--- src/rtl/isa_pkg.sv ---
// Shared ISA definitions for the fetch front end: instruction width, the
// halt encoding, datapath field positions and the fetch sequencer states.
package isa_pkg;

  localparam int INSTR_W = 20;

  // Instruction word that ends a program
  localparam logic [INSTR_W-1:0] HALT_WORD = 20'hFFFFF;

  // Field positions inside an instruction word
  localparam int RS1_MSB      = 19;
  localparam int RS1_LSB      = 15;
  localparam int RS2_MSB      = 14;
  localparam int RS2_LSB      = 10;
  localparam int REG_WE_BIT   = 9;
  localparam int ALU_OP_MSB   = 8;
  localparam int ALU_OP_LSB   = 6;
  localparam int RAM_ADDR_MSB = 5;
  localparam int RAM_ADDR_LSB = 1;
  localparam int RAM_WE_BIT   = 0;

  // Fetch sequencer states
  typedef enum logic [1:0] {
    IDLE,
    FETCH,
    DRAIN,
    HALTED
  } fetch_state_t;

endpackage

--- src/rtl/fetch_fifo.sv ---
// Two-entry instruction buffer. Each entry carries the instruction word and
// the address it was fetched from. Flush empties the buffer in one cycle and
// wins over a push or pop in the same cycle.
module fetch_fifo import isa_pkg::*; #(
  parameter int ADDR_W = 8
) (
  input  logic               clk,
  input  logic               rst,
  input  logic               push,
  input  logic [INSTR_W-1:0] push_data,
  input  logic [ADDR_W-1:0]  push_pc,
  input  logic               pop,
  input  logic               flush,
  output logic [INSTR_W-1:0] head_data,
  output logic [ADDR_W-1:0]  head_pc,
  output logic [1:0]         count
);

  logic [INSTR_W-1:0] data_mem [2];
  logic [ADDR_W-1:0]  pc_mem   [2];
  logic               rd_ptr;
  logic               wr_ptr;
  logic               do_push;
  logic               do_pop;

  // A pop from an empty buffer is ignored; a push into a full buffer is only
  // accepted when the head leaves in the same cycle.
  assign do_pop  = pop && (count != 2'd0);
  assign do_push = push && ((count != 2'd2) || do_pop);

  assign head_data = data_mem[rd_ptr];
  assign head_pc   = pc_mem[rd_ptr];

  // Storage, pointers and occupancy
  always_ff @(posedge clk) begin
    if (rst) begin
      rd_ptr <= 1'b0;
      wr_ptr <= 1'b0;
      count  <= 2'd0;
      for (int i = 0; i < 2; i++) begin
        data_mem[i] <= '0;
        pc_mem[i]   <= '0;
      end
    end else if (flush) begin
      rd_ptr <= 1'b0;
      wr_ptr <= 1'b0;
      count  <= 2'd0;
    end else begin
      if (do_push) begin
        data_mem[wr_ptr] <= push_data;
        pc_mem[wr_ptr]   <= push_pc;
        wr_ptr           <= ~wr_ptr;
      end
      if (do_pop) begin
        rd_ptr <= ~rd_ptr;
      end
      count <= count + {1'b0, do_push} - {1'b0, do_pop};
    end
  end

endmodule

--- src/rtl/instr_fetch.sv ---
// Instruction fetch unit. Streams words from a synchronous instruction
// memory (data one cycle after the read enable) into a two-entry buffer whose
// head is presented to the datapath with a valid/ready handshake. Supports
// redirects, wrap-around addressing and stopping on the halt word.
module instr_fetch #(
  parameter int                             ADDR_W    = 8,
  parameter logic [isa_pkg::INSTR_W-1:0]    HALT_WORD = isa_pkg::HALT_WORD
) (
  input  logic                          clk,
  input  logic                          rst,
  input  logic                          start,
  output logic                          imem_en,
  output logic [ADDR_W-1:0]             imem_addr,
  input  logic [isa_pkg::INSTR_W-1:0]   imem_data,
  output logic [isa_pkg::INSTR_W-1:0]   instr,
  output logic                          instr_valid,
  input  logic                          instr_ready,
  input  logic                          jump_en,
  input  logic [ADDR_W-1:0]             jump_addr,
  output logic [ADDR_W-1:0]             pc,
  output logic                          busy,
  output logic                          halted
);

  import isa_pkg::*;

  fetch_state_t       state;
  logic [ADDR_W-1:0]  fetch_addr;
  logic               resp_valid;
  logic [ADDR_W-1:0]  resp_pc;

  logic               active;
  logic               resp_is_halt;
  logic               push;
  logic               pop;
  logic               flush;
  logic [2:0]         slots_used;
  logic [INSTR_W-1:0] head_data;
  logic [ADDR_W-1:0]  head_pc;
  logic [1:0]         fifo_count;

  assign active       = (state == FETCH) || (state == DRAIN);
  assign resp_is_halt = resp_valid && (imem_data == HALT_WORD);

  assign instr_valid = active && (fifo_count != 2'd0);
  assign pop         = instr_valid && instr_ready;

  // The halt word is never buffered, and nothing arriving during a redirect
  // is kept.
  assign push  = (state == FETCH) && resp_valid && !resp_is_halt && !jump_en;
  assign flush = active && jump_en;

  // Buffer slots that are spoken for once this cycle settles: stored words
  // plus the word arriving now, minus the word leaving now. The read issued
  // this cycle returns next cycle, so it only fits if a slot remains free.
  // Counting the same-cycle pop keeps one word per cycle flowing.
  assign slots_used = {1'b0, fifo_count} + {2'b00, resp_valid} - {2'b00, pop};

  assign imem_en   = (state == FETCH) && !rst && !jump_en && !resp_is_halt &&
                     (slots_used < 3'd2);
  assign imem_addr = fetch_addr;

  assign instr  = instr_valid ? head_data : '0;
  assign pc     = instr_valid ? head_pc   : '0;
  assign busy   = active;
  assign halted = (state == HALTED);

  // Sequencer: state, next fetch address and the in-flight read tracker
  always_ff @(posedge clk) begin
    if (rst) begin
      state      <= IDLE;
      fetch_addr <= '0;
      resp_valid <= 1'b0;
      resp_pc    <= '0;
    end else begin
      resp_valid <= imem_en;
      if (imem_en) begin
        resp_pc    <= fetch_addr;
        fetch_addr <= fetch_addr + 1'b1;
      end

      case (state)
        IDLE, HALTED: begin
          if (start) begin
            state      <= FETCH;
            fetch_addr <= '0;
          end
        end
        FETCH: begin
          if (jump_en) begin
            fetch_addr <= jump_addr;
            resp_valid <= 1'b0;
          end else if (resp_is_halt) begin
            state      <= DRAIN;
            resp_valid <= 1'b0;
          end
        end
        DRAIN: begin
          if (jump_en) begin
            state      <= FETCH;
            fetch_addr <= jump_addr;
            resp_valid <= 1'b0;
          end else if (fifo_count == 2'd0) begin
            state <= HALTED;
          end
        end
        default: begin
          state <= IDLE;
        end
      endcase
    end
  end

  fetch_fifo #(
    .ADDR_W(ADDR_W)
  ) u_fifo (
    .clk       (clk),
    .rst       (rst),
    .push      (push),
    .push_data (imem_data),
    .push_pc   (resp_pc),
    .pop       (pop),
    .flush     (flush),
    .head_data (head_data),
    .head_pc   (head_pc),
    .count     (fifo_count)
  );

endmodule

--- config.mk ---
export PLATFORM = sky130hd
export DESIGN_NAME = instr_fetch
export DESIGN_NICKNAME = d
export VERILOG_FILES = /design/src/rtl/isa_pkg.sv /design/src/rtl/fetch_fifo.sv /design/src/rtl/instr_fetch.sv
export SDC_FILE = /design/constraint.sdc
export NUM_CORES = 1
export LEC_CHECK = 0
export CORE_MARGIN = 5
export CORE_UTILIZATION = 28
export DETAILED_ROUTE_END_ITERATION = 8
export SETUP_SLACK_MARGIN = 0.1
export SYNTH_ARGS = -nofsm -noshare
export SYNTH_HDL_FRONTEND = slang
export SYNTH_HIERARCHICAL = 1
export SYNTH_SLANG_ARGS = --single-unit
--- constraint.sdc ---
create_clock -name clk -period 5.3 [get_ports clk]
set_clock_uncertainty 0.15 [all_clocks]
set_input_delay 1.06 -clock clk [delete_from_list [all_inputs] [get_ports clk]]
set_output_delay 1.06 -clock clk [all_outputs]
set_load 0.02 [all_outputs]
# Word level (Yosys, flattened, before mapping)
# Memory sizes are Yosys's and may differ from the RTL's. A register that Yosys moved wholly into a read port is not among the register bits.
# Index checks and enable logic that the tools add are counted.
# word_totals
regBits,23
ramBits,56
word_cells,85
n_memories,2
# op_classes
n_addsub,5
order_cmp,1
n_eq_ne,9
muxes,32
bitwise_logic,2
reduce_logical,27
# memory_table
name,words,width,rd,rd_ports_with_merged_regs,write_ports,line_no,source
u_fifo.data_mem,2,20,1,1,2,fetch_fifo.sv:19,logic [INSTR_W-1:0] data_mem [2];
u_fifo.pc_mem,2,8,1,1,2,fetch_fifo.sv:20,logic [ADDR_W-1:0] pc_mem [2];
# ops
op,count
20-bit two-way mux,2
8-bit two-way mux,5
"20-bit equality test, second input constant",1
20-bit OR reduction,1
1-bit two-way mux,17
8-bit one-hot mux with 2 select lines,1
1-bit logical AND,13
2-bit two-way mux,5
"8-bit by 1-bit adder with 8-bit output, second input constant",1
"2-bit != test, second input constant",4
8-bit OR reduction,1
2-bit one-hot mux with 3 select lines,1
2-bit OR reduction,3
"2-bit equality test, second input constant",2
2-bit logical NOT,2
4-bit AND reduction,1
2-bit by 1-bit adder with 3-bit output,1
1-bit logical NOT,3
"3-bit by 2-bit less-than comparator with 1-bit output, second input constant",1
"3-bit by 2-bit != test with 1-bit output, second input constant",1
3-bit by 1-bit subtractor with 3-bit output,1
2-bit by 1-bit adder with 2-bit output,1
"2-bit by 1-bit equality test with 1-bit output, second input constant",1
1-bit logical OR,2
other kinds (4),5

# Depth between registers and ports, before layout
# Gate-level depths: netlist of run 1.
# logic_depth
depth_word,13
depth_mapped,14
mapped_depth_nobuf,13

# By module
# The synthesis of run 1 kept the hierarchy.
# by_module_without_submodules
module,n_inst,cells_each,area_each_um2,seq_area_each_um2
fetch_fifo,1,175,2680.1,1781.7
instr_fetch,1,173,1341.3,380.4

# Worst setup path after synthesis of run 1
# Ideal clock, no wire load.
# synth_timing
path_type,register -> output
start,register state[0]
end,output port imem_en
t_arrival_ps,3082
slack_ps,1008
path_stages_with_launch,12
path_buffers,1
cell_sequence,dfxtp_1 inv_1 ha_1 nor2_1 clkbuf_1 and2_1 ha_1 or2b_1 fa_1 nor3b_2 nand2_1 nor2_2
# synth_between
elab_chain_len,7
word_cells_on_any_way,11
cone_classes,1 x add/sub; 1 x order compare; 2 x eq/ne; 7 x reduce/logical
# synth_lines
item,line_no,source
from (decl),instr_fetch.sv:27,fetch_state_t state;
from (signal assigned),instr_fetch.sv:71,state <= IDLE;
from (signal assigned),instr_fetch.sv:85,state <= FETCH;
from (signal assigned),instr_fetch.sv:94,state <= DRAIN;
2-bit by 1-bit equality test with 1-bit output or 2-bit equality test (tied branches),instr_fetch.sv:42,assign active = (state == FETCH) || (state == DRAIN);
1-bit logical OR *,instr_fetch.sv:42,
1-bit logical AND *,instr_fetch.sv:45,assign instr_valid = active && (fifo_count != 2'd0);
net instr_valid,instr_fetch.sv:16,"output logic instr_valid,"
1-bit logical AND *,instr_fetch.sv:46,assign pop = instr_valid && instr_ready;
net pop,instr_fetch.sv:35,logic pop;
3-bit by 1-bit subtractor with 3-bit output *,instr_fetch.sv:57,"assign slots_used = {1'b0, fifo_count} + {2'b00, resp_valid} - {2'b00, pop};"
3-bit by 2-bit less-than comparator with 1-bit output *,instr_fetch.sv:60,(slots_used < 3'd2);
1-bit logical AND *,instr_fetch.sv:59,assign imem_en = (state == FETCH) && !rst && !jump_en && !resp_is_halt &&
to (decl),instr_fetch.sv:12,"output logic imem_en,"
# The timed path passes the listed nets; every way through them passes the cells marked *.

# Worst setup path in the final report of run 1
# layout_timing
start,input port instr_ready
end,output port imem_en
# layout_between
elab_chain_len,4
# layout_lines
item,line_no,source
from (decl),instr_fetch.sv:17,"input logic instr_ready,"
1-bit logical AND,instr_fetch.sv:46,
net pop,instr_fetch.sv:35,
3-bit by 1-bit subtractor with 3-bit output,instr_fetch.sv:57,
3-bit by 2-bit less-than comparator with 1-bit output,instr_fetch.sv:60,
1-bit logical AND,instr_fetch.sv:59,
# The timed path passes the listed nets, and every way through them passes these cells.

==> results of run 1 <==
## logic make-up after synthesis
kind of cell / after synthesis
mux: 28
xor+xnor: 7
simple gates: 150
flops: 80
compound gates: 48
buf+inv: 27
fa+ha+maj: 8
## power by group
group | switching [uW] | internal, uW | leakage [uW]
clock network | 242 | 474 | 0.000170
logic | 67.6 | 54.3 | 0.000969
registers | 12.9 | 689 | 0.000772
## metal layers
layer,vias up,wire (microns),track usage
met1,1324,4470,0.149
li1,1379,-,-
met5,-,0,0
met3,9,561,0.0336
met2,71,4280,0.191
met4,0,88,0.0293
## layout by cell type (no fill, tap or decap), drive strengths merged, types with 11 or more instances in the layout
| cell | Yosys | final |
|---|---|---|
| and2 | 88 | 88 |
| clkdlybuf4s50 | 0 | 71 |
| edfxtp | 56 | 56 |
| mux2 | 28 | 28 |
| dfxtp | 24 | 24 |
| nand3 | 15 | 15 |
| a21oi | 15 | 15 |
| o21ai | 14 | 14 |
| inv | 10 | 11 |
| clkbuf | 10 | 11 |
## flip-flops by register name (all words and copies together), names as in the netlist, named ones only
signal	flops
u_fifo/data_mem	40
u_fifo/pc_mem	16
imem_addr	8
resp_pc	8
state	2
u_fifo/count	2
resp_valid	1
u_fifo/rd_ptr	1
u_fifo/wr_ptr	1
## per-stage QoR
stage	cell area, sq um	total power (uW)	hold slack (ns)	cells
6_report	5270	1540	0.337	604
5_1_grt	5270	1590	0.380	604
4_1_cts	5270	1560	0.341	604
3_5_place_dp	4920	838	0.333	588
3_3_place_gp	4920	835	0.320	588
2_1_floorplan	4020	775	0.308	348
## layout make-up
| cell class | count | area [sq um] |
|---|---|---|
| Timing Repair Buffer | 77 | 761 |
| Tap cell | 180 | 225 |
| Clock buffer | 11 | 243 |
| Multi-Input combinational cell | 241 | 1740 |
| Inverter | 10 | 37.5 |
| Sequential cell | 80 | 2160 |
| Clock inverter | 5 | 104 |
| Fill cell | 1380 | 8720 |
## path summary, 6_finish.rpt
kind	from	endpoint	slack, ns	depth (start not counted)
min reg2reg	resp_pc[3]$_SDFFE_PP0N_	resp_pc[3]$_SDFFE_PP0N_	0.34	2
max reg2reg	state[0]$_SDFFE_PP0P_	imem_addr[7]$_SDFF_PP0_	1.64	11
max	instr_ready	imem_en	0.58	9
min	resp_pc[3]$_SDFFE_PP0N_	resp_pc[3]$_SDFFE_PP0N_	0.34	2
## critical path, stage by stage
cell,delay (ns)
sky130_fd_sc_hd__clkdlybuf4s50_1,0.47
sky130_fd_sc_hd__and2_1,0.20
sky130_fd_sc_hd__ha_1,0.25
sky130_fd_sc_hd__or2b_1,0.23
sky130_fd_sc_hd__fa_1,0.48
sky130_fd_sc_hd__nor3b_2,0.25
sky130_fd_sc_hd__nand2_1,0.14
sky130_fd_sc_hd__nor2_2,0.18
sky130_fd_sc_hd__dlymetal6s2s_1,0.25
==> results by stage, run 1 <==
Status:
- The run finished with clean final reports.

Die:
- The core outline area is 14000 sq um.
- The count of pins on the block boundary is 73.
- The die is 130 microns wide.
- For this configuration, the core starts out at a cell density of 0.287.
- The placement row count is 43.
- The area enclosed by the die boundary is 16900 sq um.
- The height of the die is 130 microns.

Yosys:
- By area, the combinational part of the netlist is dominated by simple AND/OR/NAND/NOR gates.
- The biggest area consumer among synthesized cells is sky130_fd_sc_hd__edfxtp_1.
- In the synthesized netlist the async set-or-reset flop fraction comes to 0.
- Sorting the synthesized cells by how often they occur yields 73 x sky130_fd_sc_hd__and2_1, 56 x sky130_fd_sc_hd__edfxtp_1, 28 x sky130_fd_sc_hd__mux2_2.
- The count of flip-flops with a built-in enable after synthesis is 56.
- In this run, synthesis produced a sequential element count of 80.
- Among all cell types in the netlist, the one instantiated most often is sky130_fd_sc_hd__and2_1.
- The share of synthesized area spent on multiplexers is 0.0784.
- The fraction of synthesized cell area in xor and xnor cells is 0.0152.
- The post-synthesis sequential area ratio is 0.538.
- The adder-cell share of the synthesized area is 0.0268.
- The average instance in the mapped netlist occupies 11.6 sq um.
- Summing every instance area after synthesis gives 4020 sq um.
- After technology mapping, the gate count stands at 348.
- In the post-synthesis netlist, the biggest area contributors are sky130_fd_sc_hd__edfxtp_1 42%, sky130_fd_sc_hd__dfxtp_1 12%, sky130_fd_sc_hd__and2_1 11%.
- Synthesis produced a netlist with a net count of 389.
- The dominant synthesized flop cell is sky130_fd_sc_hd__edfxtp_1.
- Counting distinct cell types in the post-synthesis netlist gives 51.
- The number of synthesis warnings is 6.
- The simple-gate area share of the yosys netlist is 0.234.
- The fraction of the mapped netlist area in compound gates came to 0.0775.
- The share of synthesized area in the top cell type comes to 0.418.

STA:
- The total count of hold-check failures in the final report is 0.
- The final-report max-slew violation count came to 0.
- At the pin with the least slew margin, the transition time is 0.858 ns.
- The worst pin sits at a relative slew slack of 0.422.
- The total of endpoints with negative setup slack in the final report is 0.
- Across all setup checks in the final design, the least slack found is 0.582 ns.
- Setup repair after global routing left no endpoint under its margin.
- The post-layout minimum cycle time is 4.72 ns.
- The final cycle utilization of the critical path is 0.890.
- Static timing analysis puts the maximum clock frequency at 212 MHz.
- The total negative slack is 0 ns.

Clock network:
- The number of sinks on the clock net is 80.
- The post-CTS setup buffer count is 0.
- The clock tree buffer depth is 2.
- The count of cells resized by post-cts repair is 0.
- The clock tree root driver cell is sky130_fd_sc_hd__clkbuf_16.
- For this design, the CTS-stage hold fixing added 0 buffers.
- The clock network latency to the later pin of the worst-skew pair is 0.33 ns.
- In this run, CTS created clock tree buffers numbering 9.
- The clock edge transition at the registers on the reported setup and hold paths is 0.06 ns.
- The clock tree from TritonCTS is yes.
- The total number of H-tree levels is 3.

Drt:
- In the routed layout, each cell is associated on average with a via count of 4.61.
- The via count is 2783.
- The mean routed wirelength per cell is 15.6 microns.
- The routed design has 9.40 mm of wire.
- The final routed DRC violation total is 0.
- The first detailed-routing pass ran for 4 iterations.
- The number of nets still failing antenna checks after routing is 0.
- After the first detailed-routing iteration, the DRC count stood at 115.

Setup path:
- Of all nets on the critical path, the largest fanout is 4.
- Data arrives at the worst endpoint at 3.51 ns.
- The startpoint type of the worst setup path is an input pin.
- The worst setup path is captured at an output port.
- The critical path class is in2out.
- Data on the critical path is required at its endpoint by 4.09 ns.

Power:
- The power density of the placed cells is 292 nW/um^2.
- The worst voltage drop across the vdd grid is 0.141 mV.
- The leakage power is 0.00191 uW.

Placement:
- At the end of routability-driven placement, the weighted congestion stood at 0.793.
- The half-perimeter wire length after placement is 6.52 mm.
- The count of port buffers added during placement is 72.
- The post-place setup slack is 0.207 ns.

Cells and area:
- The fraction of the core area covered by cells at the end of the flow is 0.377.
- Relative to the synthesized area, the layout overhead comes to 31.0%.
- The count of inserted antenna diode cells is 0.
- Of the cells placed in the final design, the portion with a size suffix greater than 1 is 0.186.
- For this run, the post-layout net count is 460.

Global route:
- The via count of the first global-routing pass is 2931.
- For this run the aggregate overflow at the end of global routing stands at 0.
- The initial antenna violation count is 0.
- The first global-routing pass estimated 15.1 mm of wire.
- Entering global routing, the biggest net connects 31 pins.
- The global-route usage over all layers is 0.115.

Hold path:
- The worst hold path belongs to the class reg2reg.

Job:
- The max capacitance violation total is 0.
No activity file was read; power rests on OpenSTA's default activity.
==> inputs of run 2 (changes only) <==
Settings changed: ABC_AREA set to 0.
Clock period 5.3 ns to 5.9 ns, I/O delays scaled along.
==> run 2 against run 1 <==
  * Clock power fell by 25%
  * Utilization fell by 0.48 points
  * Total power is 17% lower
  * Register-to-register slack better by 0.58 ns
  * Wire length shrank 1.6%
  * Critical path type unchanged
  * Design area down 1.3%
  * Combinational power down 11%
  * Sequential share of layout area rose by 0.53 points
  * Critical path depth did not move
  * Global-route usage grew 0.084 points
  * Setup slack got worse by 0.17 ns
  * Non-clock buffer count shrank 1
==> results by stage, run 2 (synthesis gave the netlist of run 1 again) <==
Global route:
- The total congestion overflow after global routing is 0.
- Entering global routing, the biggest net connects 31 pins.
- Across every metal layer, demand over resource in global routing totals 0.116.
- The via count of the first global-routing pass is 3012.
- The initial antenna violation count is 0.
- The global-route wire length before repair is 15.3 mm.

Drt:
- The violation count after the first detailed-route iteration is 146.
- In the routed design, unresolved DRC markers number 0.
- The mean routed wirelength per cell is 15.3 microns.
- Summed over all layers, the routed wires come to 9.25 mm.
- Once detail routing completed, the nets flagged for antenna violations numbered 0.
- Detailed routing inserted a total of 2796 vias.
- After detailed routing, the number of vias per cell comes to 4.64.
- The count of TritonRoute iterations in the first routing pass is 4.

Setup path:
- The startpoint type of the worst setup path is an input pin.
- The critical path in this run is classified as in2out.
- The depth of the most critical reg-to-reg path is 11.
- STA puts the critical path data arrival time at 4.16 ns.
- At the worst endpoint, the required time is 4.57 ns.
- In this run the worst path has a maximum fanout of 10.
- STA classifies the critical path endpoint as an output port.

Job:
- The tool flagged a number of max-cap violations equal to 0.

STA:
- The transition time of the tightest slew-check pin is 0.804 ns.
- Setup violations remaining at the end of the flow were counted as 0.
- The worst path in the final design needs a cycle of 5.49 ns, including I/O delays and setup.
- The total count of hold-check failures in the final report is 0.
- The final-report max-slew violation count is 0.
- Static timing analysis puts the maximum clock frequency at 182 MHz.
- The total negative slack is 0 ns.
- Setup slack on the critical path of the routed design comes to 0.413 ns.
- Setup repair after global routing left no endpoint under its margin.
- Of the available clock period, the critical path in the final layout requires 0.930.
- The relative slew slack is 0.459.

Placement:
- The HPWL after detailed placement is 6.31 mm.
- The last weighted congestion value of the routability-driven placer is 0.814.
- The count of buffers added on input and output ports is 72.
- Timing analysis after detailed placement gives a worst setup slack of 0.415 ns.

Die:
- The initial utilization of the core area, before any placement, comes to 0.287.
- The die is 130 microns wide.
- The die is 130 microns tall.
- The initialized floorplan defines 43 standard-cell rows.
- In this run the count of I/O pins placed on the die edge is 73.
- The core outline area is 14000 sq um.
- The die covers 16900 sq um.

Cells and area:
- 0 antenna diodes ended up in the layout.
- The area growth from synthesis to layout is 29.3%.
- For this run, the post-layout net count is 459.
- In the final layout, the registers with the most flip-flops are u_fifo/data_mem (40), u_fifo/pc_mem (16).
- Leaving out fill and tap cells, the most frequent cell in the layout is sky130_fd_sc_hd__and2_1.
- Across the whole layout, storage elements account for 2160 sq um.
- The number of flip-flops in the largest register is 40.
- The multi-input combinational cells in the finished layout cover a total of 1740 sq um.
- The count of filler cells inserted in the layout is 1386.
- In the final layout, the share of cells above drive strength 1 is 0.182.
- The top register by number of flip-flops is u_fifo/data_mem.
- The top cell types in the final layout, fill and taps aside, are 73 x sky130_fd_sc_hd__and2_1, 72 x sky130_fd_sc_hd__clkdlybuf4s50_1, 56 x sky130_fd_sc_hd__edfxtp_1.

Clock network:
- The H-tree was split into 3 levels.
- The longest clock path from root to sink contains 2 buffers.
- The clock tree root driver cell is sky130_fd_sc_hd__clkbuf_16.
- In this run, CTS created clock tree buffers numbering 9.
- Clock tree synthesis found a total of 80 sinks.
- The clock edge transition at the registers on the reported setup and hold paths is 0.06 ns.
- Once the clock tree was built, the resizer swapped 0 gates to a different size.
- Clock latency on the worst-skew pair, taken at its later pin, is 0.32 ns.
- The number of setup buffers added after CTS is 0.
- TritonCTS built the clock tree.
- The number of hold-repair buffers added at the cts stage is 0.

Power:
- The total internal power is 992 uW.
- The power density of the placed cells is 245 nW/um^2.
- The overall power is 1280 uW.
- The share of total power dissipated in sequential elements is 0.494.
- The worst voltage drop across the vdd grid is 0.146 mV.
- The switching power is 283 uW.
- The share of total power in combinational logic is 0.086.
- The share of total power dissipated in the clock network is 0.420.
- The leakage power is 0.00185 uW.
- Of the total power, the share spent switching nets is 0.222.

Status:
- The flow ran to the end, and the final reports show no timing, DRC or antenna violations.

Hold path:
- The min-delay analysis places its worst path in the category reg2reg.
- The cell depth of the worst hold path is 2.
==> run 2: worst max-delay path, stage by stage <==
cell and delay (ns):
sky130_fd_sc_hd__clkdlybuf4s50_1 0.46, sky130_fd_sc_hd__and2_1 0.19, sky130_fd_sc_hd__ha_1 0.25, sky130_fd_sc_hd__or2b_1 0.23
sky130_fd_sc_hd__fa_1 0.49, sky130_fd_sc_hd__nor3b_2 0.25, sky130_fd_sc_hd__nand2_1 0.25, sky130_fd_sc_hd__nor2_2 0.23
sky130_fd_sc_hd__clkdlybuf4s50_1 0.63
==> run 2: path summary, 6_finish.rpt <==
| kind | from | endpoint | slack, ns |
|---|---|---|---|
| setup reg to reg | state[0]$_SDFFE_PP0P_ | imem_addr[7]$_SDFF_PP0_ | 2.22 |
| hold reg to reg | resp_pc[3]$_SDFFE_PP0N_ | resp_pc[3]$_SDFFE_PP0N_ | 0.34 |
| hold / removal | resp_pc[3]$_SDFFE_PP0N_ | resp_pc[3]$_SDFFE_PP0N_ | 0.34 |
| setup / recovery | instr_ready | imem_en | 0.41 |
==> run 2: power groups by stage <==
stage | combinational (uW) | sequential, uW | clock, uW
finish | 109 | 630 | 536
CTS | 111 | 630 | 547
detailed placement | 110 | 642 | 0
floorplan | 53.8 | 642 | 0
global placement | 108 | 641 | 0
global route | 122 | 632 | 574
==> run 2: stage by stage <==
| stage | hold WS (ns) | cells | utilization | cell area [sq um] |
|---|---|---|---|---|
| 2_1_floorplan | 0.308 | 348 | - | 4020 |
| 5_1_grt | 0.369 | 603 | 0.372 | 5200 |
| 6_report | 0.336 | 603 | 0.372 | 5200 |
| 3_3_place_gp | 0.330 | 587 | 0.351 | 4910 |
| 4_1_cts | 0.341 | 603 | 0.372 | 5200 |
| 3_5_place_dp | 0.333 | 587 | 0.351 | 4910 |
==> run 2: final cells by class <==
class / instances / area share
sequential: 80 / 0.416
multi-input combinational: 241 / 0.334
timing repair buffer: 76 / 0.144
clock inverter: 6 / 0.0115
inverter: 10 / 0.00722
clock buffer: 10 / 0.0440
tap: 180 / 0.0433
==> run 2: per-layer routing <==
metal  global-route usage  up-vias  share of wire  wire (microns)
li1                     -     1379              -               -
met5                    0        -              0               0
met2                0.201       80           0.48            4470
met1                0.145     1332           0.46            4260
met4               0.0287        0         0.0063              58
met3               0.0307        5          0.050             461
==> inputs of run 3 (changes only) <==
Settings changed: CORE_ASPECT_RATIO set to 0.5.
==> run 3 against run 2 <==
  * Sequential power about the same
  * Total power down 3.4%
  * Wire length up 0.82%
  * Largest power group unchanged
  * Non-clock buffer count unchanged
==> results by stage, run 3 (synthesis gave the netlist of run 1 again) <==
Status:
- The run finished with clean final reports.

Global route:
- Global routing finished with a remaining overflow of 0.
- The global-route usage over all layers is 0.113.
- The pin count of the biggest net entering global routing is 31.
- The via count of the first global-routing pass is 2769.
- The initial antenna violation count came to 0.
- The first global-routing pass estimated 15.0 mm of wire.

Setup path:
- Traced cell by cell, the critical path runs through clkdlybuf4s50_1 -> and2_1 -> ha_1 -> or2b_1 -> fa_1 -> nor3b_2 -> nand2_1 -> nor2_2 -> clkdlybuf4s50_1.
- By instance count, the cell type seen most on the critical path is sky130_fd_sc_hd__clkdlybuf4s50_1.
- The total buffers and inverters traversed by the critical path is 2.
- The critical path class is in2out.
- The maximum fanout count along the critical path is 10.
- The endpoint arrival time on the critical path is 4.17 ns.
- For the worst setup path, the data required time is 4.57 ns.
- The cell with the biggest individual delay on the critical path is sky130_fd_sc_hd__clkdlybuf4s50_1.
- The startpoint type of the worst setup path is an input pin.
- STA classifies the critical path endpoint as an output port.
- The largest single stage delay on the critical path is 0.64 ns.
- The family of cells with the greatest summed delay on the critical path is simple AND/OR/NAND/NOR gates.

Drt:
- The final routed DRC violation total is 0.
- The first detailed-routing pass ran for 4 iterations.
- The final route contains 2804 vias.
- For this block, the initial DRC count from the detailed router was 163.
- The number of nets still failing antenna checks after routing is 0.
- The routed via count divided by cell count is 4.57.
- The mean routed wirelength per cell is 15.2 microns.
- The post-detailed-routing wire length is 9.33 mm.

Clock network:
- The clock tree from TritonCTS is yes.
- The clock tree root driver cell is sky130_fd_sc_hd__clkbuf_16.
- The number of sinks on the clock net is 80.
- The post-CTS setup buffer count is 0.
- Clock-pin slew was measured on the worst setup and hold paths at 0.06 ns.
- The total CTS buffers is 9.
- The clock tree buffer depth is 2.
- The total number of H-tree levels is 3.
- The number of hold-repair buffers added at the cts stage is 0.
- Gates resized during post-CTS repair numbered 0.
- The clock network latency to the later pin of the worst-skew pair is 0.33 ns.

Die:
- For this design the top-level I/O count stands at 73.
- From left edge to right edge, the die measures 179 microns.
- The die covers 17000 sq um.
- The height of the die is 94.7 microns.
- The initial standard-cell utilization of the core is 0.291.
- The core region is 13800 sq um.
- The placement row count is 30.

Hold path:
- The min-delay analysis places its worst path in the category reg2reg.

Cells and area:
- In the layout the commonest cells are 73 x sky130_fd_sc_hd__and2_1, 72 x sky130_fd_sc_hd__clkdlybuf4s50_1, 56 x sky130_fd_sc_hd__edfxtp_1.
- Leaving out fill and tap cells, the most frequent cell in the layout is sky130_fd_sc_hd__and2_1.
- At the end of the flow, the number of nets in the layout was 459.
- The count of inserted antenna diode cells is 0.
- The top register by number of flip-flops is u_fifo/data_mem.
- The largest registers in the layout are u_fifo/data_mem (40), u_fifo/pc_mem (16).
- The fraction of final layout cells with drive strength greater than 1 is 0.180.
- The number of flip-flops in the largest register is 40.
- From synthesis to final layout, the design area changed by 29.0%.

Placement:
- The half-perimeter wire length after placement is 6.43 mm.
- The count of port buffers added during placement is 72.
- The last weighted congestion value of the routability-driven placer is 0.769.

STA:
- After layout, the minimum clock period comes to 5.50 ns.
- Setup repair after global routing left no endpoint under its margin.
- At the pin with the least slew margin, the transition time is 0.874 ns.
- Hold timing on the final database bottoms out at a slack of 0.335 ns.
- Adding up every negative setup slack in the final design gives 0 ns.
- The final cycle utilization of the critical path is 0.932.
- The relative slew slack is 0.412.
- The final-report max-slew violation count is 0.
- The total of endpoints with negative setup slack in the final report is 0.
- The total count of hold-check failures in the final report was 0.
- Derived from the worst setup path, the maximum achievable clock frequency is 182 MHz.

Power:
- The power density of the placed cells is 237 nW/um^2.
- The worst voltage drop across the vdd grid is 0.163 mV.
- The design draws 1230 uW.
- For this design the static power due to leakage is 0.00184 uW.

Job:
- The tool flagged a number of max-cap violations equal to 0.
run 3: changes by cell type in the layout (fill, tap and decap cells not counted):
cell                         change
sky130_fd_sc_hd__clkinv_1        +1
sky130_fd_sc_hd__clkbuf_1        -1
sky130_fd_sc_hd__clkinvlp_4      +1
sky130_fd_sc_hd__clkinvlp_2      -1
sky130_fd_sc_hd__inv_6           +1
sky130_fd_sc_hd__bufinv_16       -1
sky130_fd_sc_hd__clkinv_4        -1
run 3: per-stage QoR:
stage	std cells	utilization	setup WS, ns	cell area, sq um
floorplan	348	-	1.49	4020
global placement	599	0.357	0.435	4930
detailed placement	599	0.357	0.393	4930
CTS	614	0.376	0.368	5190
global route	614	0.376	0.140	5190
finish	614	0.376	0.399	5190
run 3: metal layers:
layer | wire (microns) | GRT usage | up-vias
met5 | 0 | 0 | -
met2 | 4350 | 0.190 | 51
met4 | 106 | 0.0342 | 0
met1 | 4500 | 0.145 | 1360
met3 | 374 | 0.0285 | 9
li1 | - | - | 1384
run 3: report_power, final:
| group | switching (uW) | internal [uW] |
|---|---|---|
| clock | 213 | 280 |
| combinational | 60.6 | 48.3 |
| sequential | 11.3 | 619 |
run 3: path summary, 6_finish.rpt:
check | cells past startpoint | end | from | slack [ns]
hold / removal | 2 | resp_pc[0]$_SDFFE_PP0N_ | resp_pc[0]$_SDFFE_PP0N_ | 0.33
setup reg to reg | 11 | imem_addr[7]$_SDFF_PP0_ | state[0]$_SDFFE_PP0P_ | 2.19
hold reg to reg | 2 | resp_pc[0]$_SDFFE_PP0N_ | resp_pc[0]$_SDFFE_PP0N_ | 0.33
setup / recovery | 9 | imem_en | instr_ready | 0.40
run 3: area by class of cell:
type,count,area [sq um]
fill,1380,8630
clock inverter,6,36.3
multi-input combinational,241,1740
clock buffer,9,225
inverter,10,37.5
tap,192,240
timing repair buffer,76,751
sequential,80,2160
run 3: worst min-delay path: stages (launching register included):
cell                      delay, ns
sky130_fd_sc_hd__dfxtp_1       0.31
sky130_fd_sc_hd__o21ai_0       0.07
sky130_fd_sc_hd__a21oi_1       0.06
